### config.mk
export PLATFORM = sky130hd
export DESIGN_NAME = serial_key_schedule
export DESIGN_NICKNAME = d
export VERILOG_FILES = /design/src/rtl/serial_key_schedule.sv
export SDC_FILE = /design/constraint.sdc
export NUM_CORES = 1
export LEC_CHECK = 0
export CAP_MARGIN = 20
export CORE_MARGIN = 8
export CORE_UTILIZATION = 40
export DETAILED_ROUTE_END_ITERATION = 10
export MAX_ROUTING_LAYER = met4
export PLACE_DENSITY_LB_ADDON = 0.05
export SYNTH_ARGS = -nofsm -noshare
export SYNTH_HDL_FRONTEND = slang
export SYNTH_SLANG_ARGS = --single-unit
### constraint.sdc
create_clock -name clk -period 13.4 [get_ports clk]
set_clock_uncertainty 0.05 [all_clocks]
set_input_delay 2.68 -clock clk [delete_from_list [all_inputs] [get_ports clk]]
set_output_delay 2.68 -clock clk [all_outputs]
set_load 0.1 [all_outputs]
### src/rtl/serial_key_schedule.sv
// serial_key_schedule
//
// Serial round-key generator for the theta stage. A master key is split into
// N = KEY_SIZE/SIDE_SIZE words W0..W(N-1). The current round key is W0,
// offered with a valid/ready handshake. Each accepted key advances the word
// state by one step (word shift plus a rotate/XOR feedback word). After ROUNDS
// keys the block parks in DONE until a new key is loaded.
//
// Parameters:
//   KEY_SIZE  master key width (multiple of SIDE_SIZE, >= 2*SIDE_SIZE)
//   SIDE_SIZE round-key width (>= 6, so round_idx fits in the feedback word)
//   ROUNDS    round keys per key load (1..64)
//   PK        left-rotate amount applied to W0 in the feedback word
//
// Ports:
//   clk        rising-edge clock
//   rst        asynchronous active-high reset (clears control and key words)
//   key_load   capture key_in (honoured in IDLE and DONE only)
//   key_in     master key; the most significant word becomes W0
//   start      begin issuing round keys (honoured in LOADED only)
//   rk         current round key (W0)
//   rk_valid   rk carries a valid key (high in RUN only)
//   rk_ready   consumer accepts rk this cycle
//   round_idx  index of the key currently on rk
//   busy       high in RUN
//   done       high in DONE
//
// Build option:
//   SWAN_KEY_ZEROIZE_EN  when defined, all key words are cleared on the edge
//                        that enters DONE, so no key material is retained.

module serial_key_schedule #(
  parameter int KEY_SIZE  = 256,
  parameter int SIDE_SIZE = 64,
  parameter int ROUNDS    = 48,
  parameter int PK        = 7
) (
  input  logic                 clk,
  input  logic                 rst,
  input  logic                 key_load,
  input  logic [KEY_SIZE-1:0]  key_in,
  input  logic                 start,
  output logic [SIDE_SIZE-1:0] rk,
  output logic                 rk_valid,
  input  logic                 rk_ready,
  output logic [5:0]           round_idx,
  output logic                 busy,
  output logic                 done
);

  localparam int         N        = KEY_SIZE / SIDE_SIZE;
  localparam int         PK_MOD   = PK % SIDE_SIZE;
  localparam logic [5:0] LAST_IDX = 6'(ROUNDS - 1);

  typedef enum logic [1:0] {
    IDLE   = 2'd0,
    LOADED = 2'd1,
    RUN    = 2'd2,
    DONE   = 2'd3
  } state_t;

  state_t state, state_nxt;

  logic [SIDE_SIZE-1:0] w [N];
  logic [SIDE_SIZE-1:0] w_new;
  logic                 xfer;
  logic                 last_xfer;
  logic                 load_ok;

  // Rotate left by PK; PK_MOD = 0 degenerates to identity because the
  // right shift by SIDE_SIZE yields zero.
  function automatic logic [SIDE_SIZE-1:0] rotl_pk(input logic [SIDE_SIZE-1:0] x);
    return (x << PK_MOD) | (x >> (SIDE_SIZE - PK_MOD));
  endfunction

  // Round index injected into the low 6 bits of the feedback word.
  function automatic logic [SIDE_SIZE-1:0] idx_word(input logic [5:0] idx);
    return {{(SIDE_SIZE-6){1'b0}}, idx};
  endfunction

  always_comb begin
    xfer      = (state == RUN) && rk_ready;
    last_xfer = xfer && (round_idx == LAST_IDX);
    load_ok   = key_load && ((state == IDLE) || (state == DONE));
    w_new     = rotl_pk(w[0]) ^ w[1] ^ idx_word(round_idx);
  end

  // Next-state logic; start wins over key_load in LOADED simply because
  // key_load has no transition out of LOADED.
  always_comb begin
    state_nxt = state;
    case (state)
      IDLE:    if (key_load)  state_nxt = LOADED;
      LOADED:  if (start)     state_nxt = RUN;
      RUN:     if (last_xfer) state_nxt = DONE;
      DONE:    if (key_load)  state_nxt = LOADED;
      default:                state_nxt = IDLE;
    endcase
  end

  always_ff @(posedge clk or posedge rst) begin
    if (rst) begin
      state <= IDLE;
    end else begin
      state <= state_nxt;
    end
  end

  // The final transfer leaves round_idx at ROUNDS-1 so it never wraps,
  // even with ROUNDS = 64.
  always_ff @(posedge clk or posedge rst) begin
    if (rst) begin
      round_idx <= '0;
    end else if (load_ok) begin
      round_idx <= '0;
    end else if (xfer && !last_xfer) begin
      round_idx <= round_idx + 6'd1;
    end
  end

  // Key word state: load, advance one step per accepted key, and freeze
  // (or zeroize) on the last accepted key.
  always_ff @(posedge clk or posedge rst) begin
    if (rst) begin
      for (int i = 0; i < N; i++) begin
        w[i] <= '0;
      end
    end else if (load_ok) begin
      for (int i = 0; i < N; i++) begin
        w[i] <= key_in[KEY_SIZE-1-i*SIDE_SIZE -: SIDE_SIZE];
      end
    end else if (xfer && !last_xfer) begin
      for (int i = 0; i < N-1; i++) begin
        w[i] <= w[i+1];
      end
      w[N-1] <= w_new;
`ifdef SWAN_KEY_ZEROIZE_EN
    end else if (last_xfer) begin
      for (int i = 0; i < N; i++) begin
        w[i] <= '0;
      end
`else
`endif
    end
  end

  always_comb begin
    rk       = w[0];
    rk_valid = (state == RUN);
    busy     = (state == RUN);
    done     = (state == DONE);
  end

endmodule
* Yosys cells after proc, flatten, opt, wreduce, memory -nomap -nowiden
Cells that the tools add are included.
** Storage, ports and cells
- Bits in registers :: 264
- Word-level logic and storage cells :: 35
- Output and inout bits :: 73
** Cells by class
- $add $sub $neg :: 1
- Muxes and demuxes :: 8
- Reduce and logical (&&, ||, !) cells :: 10
- Eq/ne operators :: 7
- Bitwise gates (word level) :: 3
** Operator list (count)
- $mux 256 :: 2
- $or 64x7->64 :: 1
- $xor 64x6->64 :: 1
- $xor 64x64->64 :: 1
- $mux 6 :: 2
- $add 6x1->6 const B :: 1
- $eq 6x6->1 const B :: 1
- $mux 2 :: 3
- $pmux 2 s3 :: 1
- $eq 2x2->1 const B :: 2
- $logic_and 1x1->1 :: 4
- $ne 2x1->1 const B :: 2
- $reduce_and 3->1 :: 1
- $eq 2x1->1 const B :: 1
- $logic_not 2->1 :: 1
- $ne 2x2->1 const B :: 1
- $reduce_bool 2->1 :: 1
- $reduce_or 2->1 :: 1
- $logic_not 1->1 :: 1
- $logic_or 1x1->1 :: 1

* Depth between registers and ports, before layout
Gate-level depths: netlist of the first run.
- Depth after elaboration :: 7
- Gate-level depth with buffers :: 9
- Mapped depth without buffers :: 6

* Worst setup path before layout of the first run
OpenSTA, ideal clock, no wires.
- Path type :: register to output
- From :: reg state[0]
- To :: out rk_valid
- Cell stages (with the launch flop) :: 4
- Arrival :: 1.731 ns
- Path buffers :: 1
- Required time :: 10.670 ns
- Slack :: 8.939 ns
- Cells stage by stage :: dfrtp_1 > inv_1 > ha_1 > buf_4
** Between the ends
- Cells in the longest elaborated chain, start to end :: 1
** Ends and longest elaborated chain
- start, declared :: RTL line 62 : state_t state, state_nxt;
- start signal, assigned :: RTL line 105 : state <= state_nxt;
- $eq 2x2->1
- end, declared :: RTL line 44 : output logic rk_valid,
No other way between the ends.

* Final worst setup path of the first run
- From :: reg state[0]
- To :: out busy
** Between the ends
- Cells in the longest elaborated chain, start to end :: 1
** Ends and longest elaborated chain
- $eq 2x2->1 :: RTL line 150 : busy = (state == RUN);
- end, declared :: RTL line 47 : output logic busy,
No other way between the ends.

==> results of run 1 <==
==> area by class of cell <==
cell class / count / area, µm² / share of cell area
Antenna cell: 8 / 20.0 / 0.00116
Clock buffer: 41 / 883 / 0.0513
Clock inverter: 11 / 280 / 0.0163
Inverter: 7 / 33.8 / 0.00196
Multi-Input combinational cell: 1132 / 5390 / 0.313
Sequential cell: 264 / 6610 / 0.384
Tap cell: 442 / 553 / 0.0321
Timing Repair Buffer: 343 / 3440 / 0.200
==> worst reg2reg max path, cell delays in order (launching register included) <==
cell     delay [ns]
dfrtp_1        0.49
ha_1           0.30
and3_2         0.26
a21oi_4        0.67
buf_12         0.64
a21oi_1        0.59
a21oi_1        0.19
==> where the power goes <==
part / internal (W) / leakage (nW) / switching, W
Combinational: 0.000768 / 3.85 / 0.00170
Clock: 0.000628 / 0.571 / 0.000333
Sequential: 0.00122 / 3.04 / 0.000336
==> kinds of logic after synthesis <==
family / Yosys count / synth area share
AO/OA/AOI/OAI: 523 / 0.202
AND/OR/NAND/NOR: 530 / 0.154
multiplexers: 2 / 0.00153
XOR/XNOR: 72 / 0.0481
buffers and inverters: 185 / 0.0852
flip-flops: 264 / 0.504
adder cells (fa/ha/maj): 5 / 0.00478
==> routing by layer <==
layer | global-route usage | share of wire
met1 | 0.281 | 0.46
met2 | 0.321 | 0.47
met3 | 0.0375 | 0.053
met5 | - | 0
met4 | 0.0596 | 0.025
==> worst max path at each step <==
stage / start / end / slack, ns
after floorplan: rst / rk[0] / 3.40
after global placement: rst / rk[30] / 7.58
after detailed placement: rst / rk[30] / 7.61
after CTS: state[0] / busy / 8.15
after global routing: rst / w[33] / 7.90
final: state[0] / busy / 8.21
==> sequential cells by signal, indices dropped and copies added, names as in the netlist <==
signal / cells
w: 192
rk: 64
round_idx: 6
state: 2
==> metrics by stage <==
stage	hold slack (ns)	std cells	instance area (µm²)	power (W)
after detailed placement	0.460	2187	16000	0.00404
after floorplan	0.446	1581	13100	0.00354
final	0.468	2248	17200	0.00498
after global placement	0.456	2187	16000	0.00400
after CTS	0.468	2239	17200	0.00502
after global routing	0.487	2248	17200	0.00532
==> synthesized netlist by cell type (2+ instances only) <==
| cell type | n | share of area |
|---|---|---|
| a21oi_1 | 399 | 0.15 |
| buf_1 | 6 | 0.0017 |
| buf_2 | 33 | 0.013 |
| buf_4 | 69 | 0.040 |
| buf_6 | 14 | 0.012 |
| clkbuf_1 | 55 | 0.016 |
| dfrtp_1 | 264 | 0.50 |
| ha_1 | 5 | 0.0048 |
| inv_1 | 7 | 0.0020 |
| mux2i_1 | 2 | 0.0015 |
| nand2_1 | 262 | 0.075 |
| nand3_1 | 2 | 0.00076 |
| nor2_1 | 259 | 0.074 |
| o21ai_0 | 113 | 0.043 |
| o21ai_1 | 6 | 0.0023 |
| xnor2_1 | 14 | 0.0094 |
| xor2_1 | 58 | 0.039 |
==> flow_summary.yaml, run 1 <==
sta:
  period_needed_ns: 5.19
  rsz0062_at_grt: "false"
  fin_crit_sh: 0.388
  max_freq_mhz: 193
  fin_ws_ns: 8.21
  setup_viol: 0
  worstMarginPinSlew_ns: 1.17
  hold_violations: 0
  relSlewSlack: 0.221
  finalSetupTns_ns: 0
  drv_slew: 0
run_status:
  status: "finished, final reports clean"
routing:
  drtIter0Drc: 855
  ant_nets: 0
  wl_per_cell_um: 18.3
  via_per_inst: 5.07
  wl_um: 41100
  vias: 11400
  drcViolationCount: 0
  drt_first_pass_iters: 4
die:
  die_w_um: 197
  die_area_um2: 38800
  coreArea_um2: 32400
  row_count: 66
  die_h_um: 197
  start_util: 0.405
  ioPinCount: 334
worst_setup_path:
  worstPathBufferInverterCount: 2
  slowest_stage: "clkdlybuf4s50_1"
  crit_path_start_kind: "register"
  criticalPathCategory: "reg2out"
  ff2ff_setup_slack_ns: 10.15
  slowest_delay_ns: 1.16
  crit_arrival_ns: 2.46
  cp.required_ns: 10.67
  reg2reg_from: "round_idx[0]"
  crit_fanout: 4
  timing.rr.end: "rk[60]"
  crit_chain: "inv_1 > ha_1 > clkdlybuf4s50_1"
  cp_num_cells: 3
  critical_path.endpoint_type: "primary output"
  cpLargestDelayFamily: "buffers and inverters"
  reg2reg_depth: 6
power_and_ir_drop:
  powerDensity_nw_per_um2: 289
  leakagePower_nw: 7.46
  max-vdd-ir-drop_mv: 0.162
hold_path:
  min_from: "w[79]"
  min_to: "w[79]"
  whs_path_depth: 2
  hold_class: "reg2reg"
layout:
  fillers: 3096
  final_net_count: 2044
  layout-drive-gt1-share: 0.0367
  fin_util: 0.532
  final_common_cell: "a21oi_1"
  area_delta_synth_final_pct: 31.3
  final_cell_mix: "399 x a21oi_1, 333 x clkdlybuf4s50_1, 264 x dfrtp_1"
clock_tree:
  cts.sinks: 264
  hold_buffers: 0
  post_cts_buffers: 0
  cts_buffer_depth: 3
  insertion_delay_ns: 0.55
  cts_resized: 0
  clock-root-buffer: "clkbuf_16"
  cts_tree: "built"
  clk_pin_slew_ns: 0.06
  htree_levels: 1
  cts_buffers: 30
synthesis:
  syn_area_per_cell_um2: 8.29
  syn_nets: 1847
  synth-main-ff-cell: "dfrtp_1"
  yosys_warnings: 0
  synth_seq_area_share: 0.504
  postSynthCellCount: 1581
  async_flop_share: 1.00
  synth_cell_types: 30
  syn_area_um2: 13100
  ys_ff_latch: 264
  synth_edf_count: 0
placement:
  place_ws_ns: 7.61
  port_buffers: 333
  gp_congestion: 0.822
  place_hpwl_um: 27400
flow_run:
  drv_cap: 0
global_route:
  grt_pass1_wl_um: 63700
  grt_usage: 0.209
  grt_max_degree: 230
  antenna_found_initial: 8
  overflow: 0
  grt_pass1_vias: 11400
No activity file was read; power rests on OpenSTA's default activity.
==> run 2: changes to the inputs <==
Clock period 13.4 ns to 5.15 ns, I/O delays scaled along.
==> run 2 against run 1 <==
Register-to-register slack lost 7.6 ns; worst hold slack lost 0.00080 ns; critical path depth is the same; clock power grew 130%; core utilization is essentially flat; first-iteration DRC count shrank 7.5%; flip-flop and latch count is the same; critical endpoint unchanged; highest routed layer unchanged.
==> flow_summary.yaml, run 2 (synthesis gave the netlist of run 1 again) <==
layout:
  ff_latch_area_um2: 6610
  final_cell_mix: "399 x a21oi_1, 333 x clkdlybuf4s50_1, 264 x dfrtp_1"
  area_delta_synth_final_pct: 31.3
  fillers: 3090
  regMostFlops: "w"
  final_common_cell: "a21oi_1"
  final_area_um2: 17200
  layout-drive-gt1-share: 0.0415
  largest_register_ffs: 192
  multi_input_area_um2: 5390
  final_net_count: 2050
placement:
  placed_area_um2: 16100
  gp_congestion: 0.802
  port_buffers: 333
  place_hpwl_um: 27800
routing:
  via_per_inst: 5.07
  wl_um: 41100
  ant_nets: 0
  drtIter0Drc: 791
  drcViolationCount: 0
  wl_per_cell_um: 18.3
  vias: 11400
  drt_first_pass_iters: 5
power_and_ir_drop:
  max-vdd-ir-drop_mv: 0.573
  finalPower_w: 0.0127
  powerDensity_nw_per_um2: 741
  leakagePower_nw: 7.47
die:
  die_w_um: 197
  coreArea_um2: 32400
  ioPinCount: 334
  die_area_um2: 38800
  start_util: 0.405
  row_count: 66
  die_h_um: 197
worst_setup_path:
  critical_path.endpoint_type: "primary output"
  slowest_delay_ns: 1.17
  crit_chain: "inv_1 > ha_1 > clkdlybuf4s50_1"
  cpLargestDelayFamily: "buffers and inverters"
  slowest_stage: "clkdlybuf4s50_1"
  cp_num_cells: 3
  worstPathBufferInverterCount: 2
  crit_arrival_ns: 2.47
  reg2reg_from: "state[0]"
  crit_end: "busy"
  reg2reg_depth: 7
  crit_path_start_kind: "register"
  timing.rr.end: "w[35]"
  cp.required_ns: 4.07
  criticalPathCategory: "reg2out"
  ff2ff_setup_slack_ns: 2.60
  startpoint: "state[0]"
  crit_fanout: 4
clock_tree:
  post_cts_buffers: 0
  insertion_delay_ns: 0.56
  clk_pin_slew_ns: 0.06
  cts_resized: 0
  hold_buffers: 0
  cts_buffers: 30
  htree_levels: 1
  cts.sinks: 264
  clock-root-buffer: "clkbuf_16"
  cts_tree: "built"
  cts_buffer_depth: 3
hold_path:
  hold_class: "reg2reg"
sta:
  max_freq_mhz: 282
  rsz0062_at_grt: "false"
  fin_crit_sh: 0.690
  relSlewSlack: 0.288
  worstMarginPinSlew_ns: 1.06
  finalSetupTns_ns: 0
  period_needed_ns: 3.55
  hold_violations: 0
  drv_slew: 0
  setup_viol: 0
global_route:
  grt_usage: 0.211
  overflow: 0
  grt_pass1_wl_um: 64300
  grt_max_degree: 136
  grt_pass1_vias: 11400
  antenna_found_initial: 4
run_status:
  status: "finished, final reports clean"
flow_run:
  drv_cap: 0
==> run 2: cell count changes in the layout (fill, tap and decap cells not counted), sizes merged <==
| cell | delta |
|---|---|
| clkinv | +7 |
| buf | +6 |
| inv | -1 |
| clkinvlp | +1 |
| clkbuf | +2 |
| bufinv | -6 |
| diode | -4 |
==> run 2: how the worst min path moves through the flow <==
stage | startpoint | to | slack (ns) | cells after the start
floorplan | w[0] | w[0] | 0.45 | 2
global placement | w[64] | w[64] | 0.46 | 2
detailed placement | w[64] | w[64] | 0.46 | 2
CTS | w[77] | w[77] | 0.47 | 2
global route | w[97] | w[97] | 0.48 | 2
finish | w[77] | w[77] | 0.47 | 2
==> run 2: final cells by class <==
class,count,area share
clock inverter,12,0.00786
antenna,4,0.000582
inverter,7,0.00175
sequential,264,0.384
timing repair buffer,349,0.207
tap,442,0.0322
clock buffer,43,0.0530
multi-input combinational,1132,0.313
==> run 2: per-layer routing <==
layer / part of all wire / GRT usage / up-vias
met5: 0 / - / -
met4: 0.019 / 0.0538 / 0
met3: 0.059 / 0.0440 / 54
met2: 0.46 / 0.318 / 304
met1: 0.46 / 0.286 / 5486
li1: - / - / 5572
==> run 2: where the power goes <==
group / internal (W) / switching, W / leakage (nW)
logic: 0.00204 / 0.00440 / 3.91
registers: 0.00317 / 0.000896 / 3.04
clock network: 0.00137 / 0.000875 / 0.528
total: 0.00657 / 0.00618 / 7.47
==> run 2: tightest hold or removal path, cell delays in order (launching register included) <==
cell and delay, ns:
dfrtp_1 0.37, nand2_1 0.06, a21oi_1 0.05
==> run 2: per-stage QoR <==
step	hold WS (ns)	utilization	setup WS [ns]	std cells
floorplan	0.446	-	0.586	1581
global placement	0.456	0.499	1.91	2194
detailed placement	0.461	0.499	1.85	2194
CTS	0.469	0.531	1.56	2249
global route	0.480	0.531	1.51	2253
finish	0.467	0.531	1.60	2253
